### config.mk
export PLATFORM = sky130hd
export DESIGN_NAME = seq_restoring_divider_flat
export DESIGN_NICKNAME = d
export VERILOG_FILES = /design/src/rtl/seq_restoring_divider_if.sv /design/src/rtl/seq_restoring_divider.sv /design/src/flat_wrapper.sv
export SDC_FILE = /design/constraint.sdc
export NUM_CORES = 1
export LEC_CHECK = 0
export BUFFER_PORTS_ARGS = -buffer_cell sky130_fd_sc_hd__buf_2
export CAP_MARGIN = 20
export CORE_MARGIN = 2
export CORE_UTILIZATION = 57
export DETAILED_ROUTE_END_ITERATION = 16
export PLACE_DENSITY_LB_ADDON = 0.05
export SYNTH_ARGS = -nofsm -noshare
export SYNTH_HDL_FRONTEND = slang
export SYNTH_SLANG_ARGS = --single-unit
### constraint.sdc
create_clock -name clk -period 4.75 [get_ports clk]
set_input_delay 0.475 -clock clk [delete_from_list [all_inputs] [get_ports clk]]
set_output_delay 0.475 -clock clk [all_outputs]
set_load 0.05 [all_outputs]
### src/rtl/seq_restoring_divider_if.sv
// Request/response bundle for the sequential restoring divider.
//   in_valid/in_ready   : request handshake carrying dividend/divisor
//   out_valid/out_ready : response handshake carrying quotient/remainder/div_err
// slave  : divider side
// master : requester/consumer side
interface seq_restoring_divider_if #(
  parameter int WIDTH = 4
);
  logic             in_valid;
  logic             in_ready;
  logic [WIDTH-1:0] dividend;
  logic [WIDTH-1:0] divisor;
  logic             out_valid;
  logic             out_ready;
  logic [WIDTH-1:0] quotient;
  logic [WIDTH-1:0] remainder;
  logic             div_err;

  modport slave (
    input  in_valid, dividend, divisor, out_ready,
    output in_ready, out_valid, quotient, remainder, div_err
  );

  modport master (
    output in_valid, dividend, divisor, out_ready,
    input  in_ready, out_valid, quotient, remainder, div_err
  );
endinterface

### src/rtl/seq_restoring_divider.sv
// Sequential unsigned restoring divider, one trial subtraction per clock.
//   quotient = dividend / divisor, remainder = dividend % divisor.
// Ports:
//   clk    : rising-edge clock
//   rst_n  : asynchronous active-low reset
//   io     : seq_restoring_divider_if.slave
//            request  in_valid/in_ready, dividend, divisor
//            response out_valid/out_ready, quotient, remainder, div_err
// Timing: result valid WIDTH clocks after the accepting edge; held under
// backpressure until out_ready. One operation in flight at a time.
// Optional build macro DIVIDER_DIV_ZERO_ERR_EN:
//   defined   - divisor==0 returns q=0, r=0, div_err=1 one clock after accept.
//   undefined - divisor==0 iterates normally (q=all ones, r=dividend), div_err=0.
module seq_restoring_divider #(
  parameter int WIDTH = 4
) (
  input  logic                  clk,
  input  logic                  rst_n,
  seq_restoring_divider_if.slave io
);
  localparam int CW = $clog2(WIDTH);

  typedef enum logic [1:0] {IDLE = 2'd0, RUN = 2'd1, DONE = 2'd2} state_t;

  state_t           state, state_nxt;
  logic [WIDTH-1:0] q_r, r_r, d_r;   // working quotient/remainder/divisor
  logic [WIDTH-1:0] q_o, r_o;        // registered results
  logic [CW-1:0]    cnt;
  logic [WIDTH:0]   r_sh, trial;
  logic [WIDTH-1:0] q_nxt, r_nxt;
  logic             zdiv_r;          // divisor was zero at accept
  logic             last;

  // Partial remainder never exceeds the dividend prefix shifted in so far,
  // so bit WIDTH of the shifted remainder is always zero and the trial
  // subtraction fits in WIDTH+1 bits with trial[WIDTH] as the borrow.
  assign r_sh  = {r_r, q_r[WIDTH-1]};
  assign trial = r_sh - {1'b0, d_r};
  assign q_nxt = {q_r[WIDTH-2:0], ~trial[WIDTH]};
  assign r_nxt = trial[WIDTH] ? r_sh[WIDTH-1:0] : trial[WIDTH-1:0];
  assign last  = (cnt == '0) || zdiv_r;

  // State register
  always_ff @(posedge clk or negedge rst_n) begin
    if (!rst_n) state <= IDLE;
    else        state <= state_nxt;
  end

  // Next state
  always_comb begin
    state_nxt = state;
    case (state)
      IDLE:    if (io.in_valid) state_nxt = RUN;
      RUN:     if (last)        state_nxt = DONE;
      DONE:    if (io.out_ready) state_nxt = IDLE;
      default: state_nxt = IDLE;
    endcase
  end

  // Datapath
  always_ff @(posedge clk or negedge rst_n) begin
    if (!rst_n) begin
      q_r <= '0;
      r_r <= '0;
      d_r <= '0;
      cnt <= '0;
      q_o <= '0;
      r_o <= '0;
    end else begin
      case (state)
        IDLE: if (io.in_valid) begin
          q_r <= io.dividend;
          r_r <= '0;
          d_r <= io.divisor;
          cnt <= CW'(WIDTH - 1);
        end
        RUN: begin
          q_r <= q_nxt;
          r_r <= r_nxt;
          cnt <= cnt - 1'b1;
          if (last) begin
            q_o <= zdiv_r ? '0 : q_nxt;
            r_o <= zdiv_r ? '0 : r_nxt;
          end
        end
        default: ;
      endcase
    end
  end

`ifdef DIVIDER_DIV_ZERO_ERR_EN
  logic err_o;

  // Divide-by-zero takes a single pass through RUN without iterating,
  // which lands the flagged result one clock after accept.
  always_ff @(posedge clk or negedge rst_n) begin
    if (!rst_n) begin
      zdiv_r <= 1'b0;
      err_o  <= 1'b0;
    end else begin
      if (state == IDLE && io.in_valid) zdiv_r <= (io.divisor == '0);
      if (state == RUN && last)         err_o  <= zdiv_r;
    end
  end

  assign io.div_err = err_o;
`else
  assign zdiv_r     = 1'b0;
  assign io.div_err = 1'b0;
`endif

  assign io.in_ready  = (state == IDLE);
  assign io.out_valid = (state == DONE);
  assign io.quotient  = q_o;
  assign io.remainder = r_o;
endmodule

### src/flat_wrapper.sv
// flat-port wrapper written by rule: the top's interface ports become plain ports
module seq_restoring_divider_flat 
#(
  parameter int WIDTH = 4
)
  (clk, rst_n, io_in_valid, io_dividend, io_divisor, io_out_ready, io_in_ready, io_out_valid, io_quotient, io_remainder, io_div_err);
  seq_restoring_divider_if #(.WIDTH(WIDTH)) io_i ();
  input  logic clk;
  input  logic rst_n;
  input wire logic [$bits(io_i.in_valid)-1:0] io_in_valid;
  input wire logic [$bits(io_i.dividend)-1:0] io_dividend;
  input wire logic [$bits(io_i.divisor)-1:0] io_divisor;
  input wire logic [$bits(io_i.out_ready)-1:0] io_out_ready;
  output wire logic [$bits(io_i.in_ready)-1:0] io_in_ready;
  output wire logic [$bits(io_i.out_valid)-1:0] io_out_valid;
  output wire logic [$bits(io_i.quotient)-1:0] io_quotient;
  output wire logic [$bits(io_i.remainder)-1:0] io_remainder;
  output wire logic [$bits(io_i.div_err)-1:0] io_div_err;
  assign io_i.in_valid = io_in_valid;
  assign io_i.dividend = io_dividend;
  assign io_i.divisor = io_divisor;
  assign io_i.out_ready = io_out_ready;
  assign io_in_ready = io_i.in_ready;
  assign io_out_valid = io_i.out_valid;
  assign io_quotient = io_i.quotient;
  assign io_remainder = io_i.remainder;
  assign io_div_err = io_i.div_err;
  seq_restoring_divider #(.WIDTH(WIDTH)) u_core (.clk(clk), .rst_n(rst_n), .io(io_i));
endmodule
==> flow_summary.yaml <==
detailed_routing:
  via_per_inst: 5.25
  met3_length_um: 89
  dr_total_vias: 829
  drtAntennaViolNets: 0
  wl_met2_um: 897
  drt-met1-wl_um: 970
  routed_wl_um: 2010
  drtIter0Drc: 14
  dr.pass1.iters: 4
  drc: 0
  highest_layer: "met4"
  post_drt_wl_per_cell_um: 12.7
timing:
  max_slew_margin: 0.492
  setup_tns_ps: 0
  min_period_over_period: 0.465
  maxSlewViolCount: 0
  skew_ps: 6.48
  whs_ps: 120
  period_needed_ps: 2210
  worst_pin_slew_ps: 758
  setup_viol: 0
  max_freq_mhz: 453
  rsz0062_at_grt: "no"
  hold_viol: 0
synth:
  ys_seq_elements: 24
  synth_edf_count: 0
  syn_area_um2: 1200
  syn_area_per_cell_um2: 10.8
  synth_top_cell_area_share: 0.502
  syn_nets: 129
  seq_area_frac_synth: 0.502
  ys.flop_type: "dfrtp_1"
  async_flop_share: 1.00
  synth_cell_types: 28
  syn_inst: 111
  synthTopCellsByArea: "dfrtp_1 (50%), ha_1 (5.2%), nand2_1 (5.0%)"
  yosysTopAreaCell: "dfrtp_1"
  yosys_warnings: 0
final_layout:
  layout_common_cells: "dfrtp_1 (24), buf_2 (21), nand2_1 (16)"
  drive_above_1_share: 0.237
  seq_area_um2: 601
  mostFrequentLayoutCell: "dfrtp_1"
  fillers: 180
  finalNonFillerCells: 158
  syn_to_final_growth_pct: 10.9
  n_antenna_cell: 0
  fin_util: 0.676
  nets: 151
  multiInputGateArea_um2: 534
worst_setup_path:
  worstSetupPathType: "reg -> reg"
  endpoint_kind: "flop"
  arrival_ps: 2450
  crit_path_start_kind: "flop"
  cp.required_ps: 4990
  crit_fanout: 6
clocking:
  cts_resized: 0
  cts_buffer_depth: 2
  cts_root_buf: "clkbuf_4"
  cts_max_level: 1
  numCtsBuffers: 3
  tritoncts: "built"
  clock_latency_ps: 300
  cts_sinks: 24
  clk_pin_slew_ps: 120
  cts_setup_buffers: 0
  hold_buffers: 0
global_route:
  grt_pass1_vias: 805
  track_usage: 0.201
  overflow: 0
  grt_pass1_wl_um: 3720
  antenna_found_initial: 0
  grt_start_max_net_pins: 25
die:
  rows: 16
  initial_core_util: 0.610
  dieArea_um2: 2480
  fp.dieH_um: 49.8
  die_w_um: 49.8
  num_io_pins: 23
  core_area_um2: 1960
run:
  max_cap_violations: 0
placed_design:
  dp_cells: 155
  place_congestion: 0.790
  dp_hpwl_um: 1570
  port_buffers: 21
hold_path:
  hold_class: "in -> async"
run_status:
  status: "finished, final reports clean"
-- cells in the mapped netlist (2+ instances only) --
master,instances
dfrtp_1,24
nand2_1,16
o21ai_0,11
inv_1,8
o21ai_1,8
ha_1,5
mux2_1,4
mux2i_1,4
nand2b_1,4
nor2_1,4
a21oi_1,3
buf_4,2
mux2_4,2
o21bai_1,2
-- state kept, by name, indices dropped and copies added, names as in the netlist --
signal,count
u_core.r_r,4
u_core.cnt,2
u_core.q_r,4
u_core.io.remainder,4
u_core.state,2
u_core.d_r,4
u_core.io.quotient,4
-- final timing paths --
| path | startpoint | to | slack, ps | depth (start not counted) |
|---|---|---|---|---|
| hold reg to reg | u_core.io.remainder[0] | u_core.io.remainder[0] | 490 | 2 |
| min in group clk | io_out_ready | u_core.state[1] | 360 | 2 |
| setup reg to reg | u_core.d_r[0] | u_core.r_r[1] | 2540 | 7 |
| hold / removal | rst_n | u_core.r_r[2] | 120 | 1 |
| setup / recovery | u_core.d_r[0] | u_core.r_r[1] | 2540 | 7 |
| max in group asynchronous | rst_n | u_core.d_r[0] | 4280 | 1 |
-- cells by family after synthesis --
| logic type | Yosys count | synth area share |
|---|---|---|
| AND/OR/NAND/NOR | 28 | 0.111 |
| AO/OA/AOI/OAI | 26 | 0.120 |
| flip-flops | 24 | 0.502 |
| buffers and inverters | 12 | 0.0512 |
| multiplexers | 11 | 0.106 |
| adder cells (fa/ha/maj) | 6 | 0.0690 |
| XOR/XNOR | 3 | 0.0377 |
| other | 1 | 0.00314 |
-- per-stage QoR --
stage          setup WS (ps)  instance area (um2)
2_1_floorplan           2670                 1200
3_3_place_gp            2610                 1300
3_5_place_dp            2540                 1300
4_1_cts                 2520                 1330
5_1_grt                 2390                 1330
6_report                2540                 1330
-- layer usage --
layer	vias up	global-route usage
met2	21	0.300
met3	6	0.0455
met4	0	0.0972
li1	408	-
met1	394	0.277
met5	-	0
-- critical path: stages, from the launching register on --
cell      delay (ps)
dfrtp_1          400
ha_1             220
fa_1             400
nand2b_1         170
a21oi_2          220
xor2_4           280
mux2_4           340
o21ai_1          120
-- final cells by class --
cell class	instances	area share
multi-input combinational	75	0.403
timing repair buffer	21	0.0792
sequential	24	0.453
clock buffer	3	0.0170
tap	27	0.0255
inverter	8	0.0226
Power is left out: the tool's default activity adds up to more than one toggle a clock period on the data nets, which glitch-free logic cannot reach.
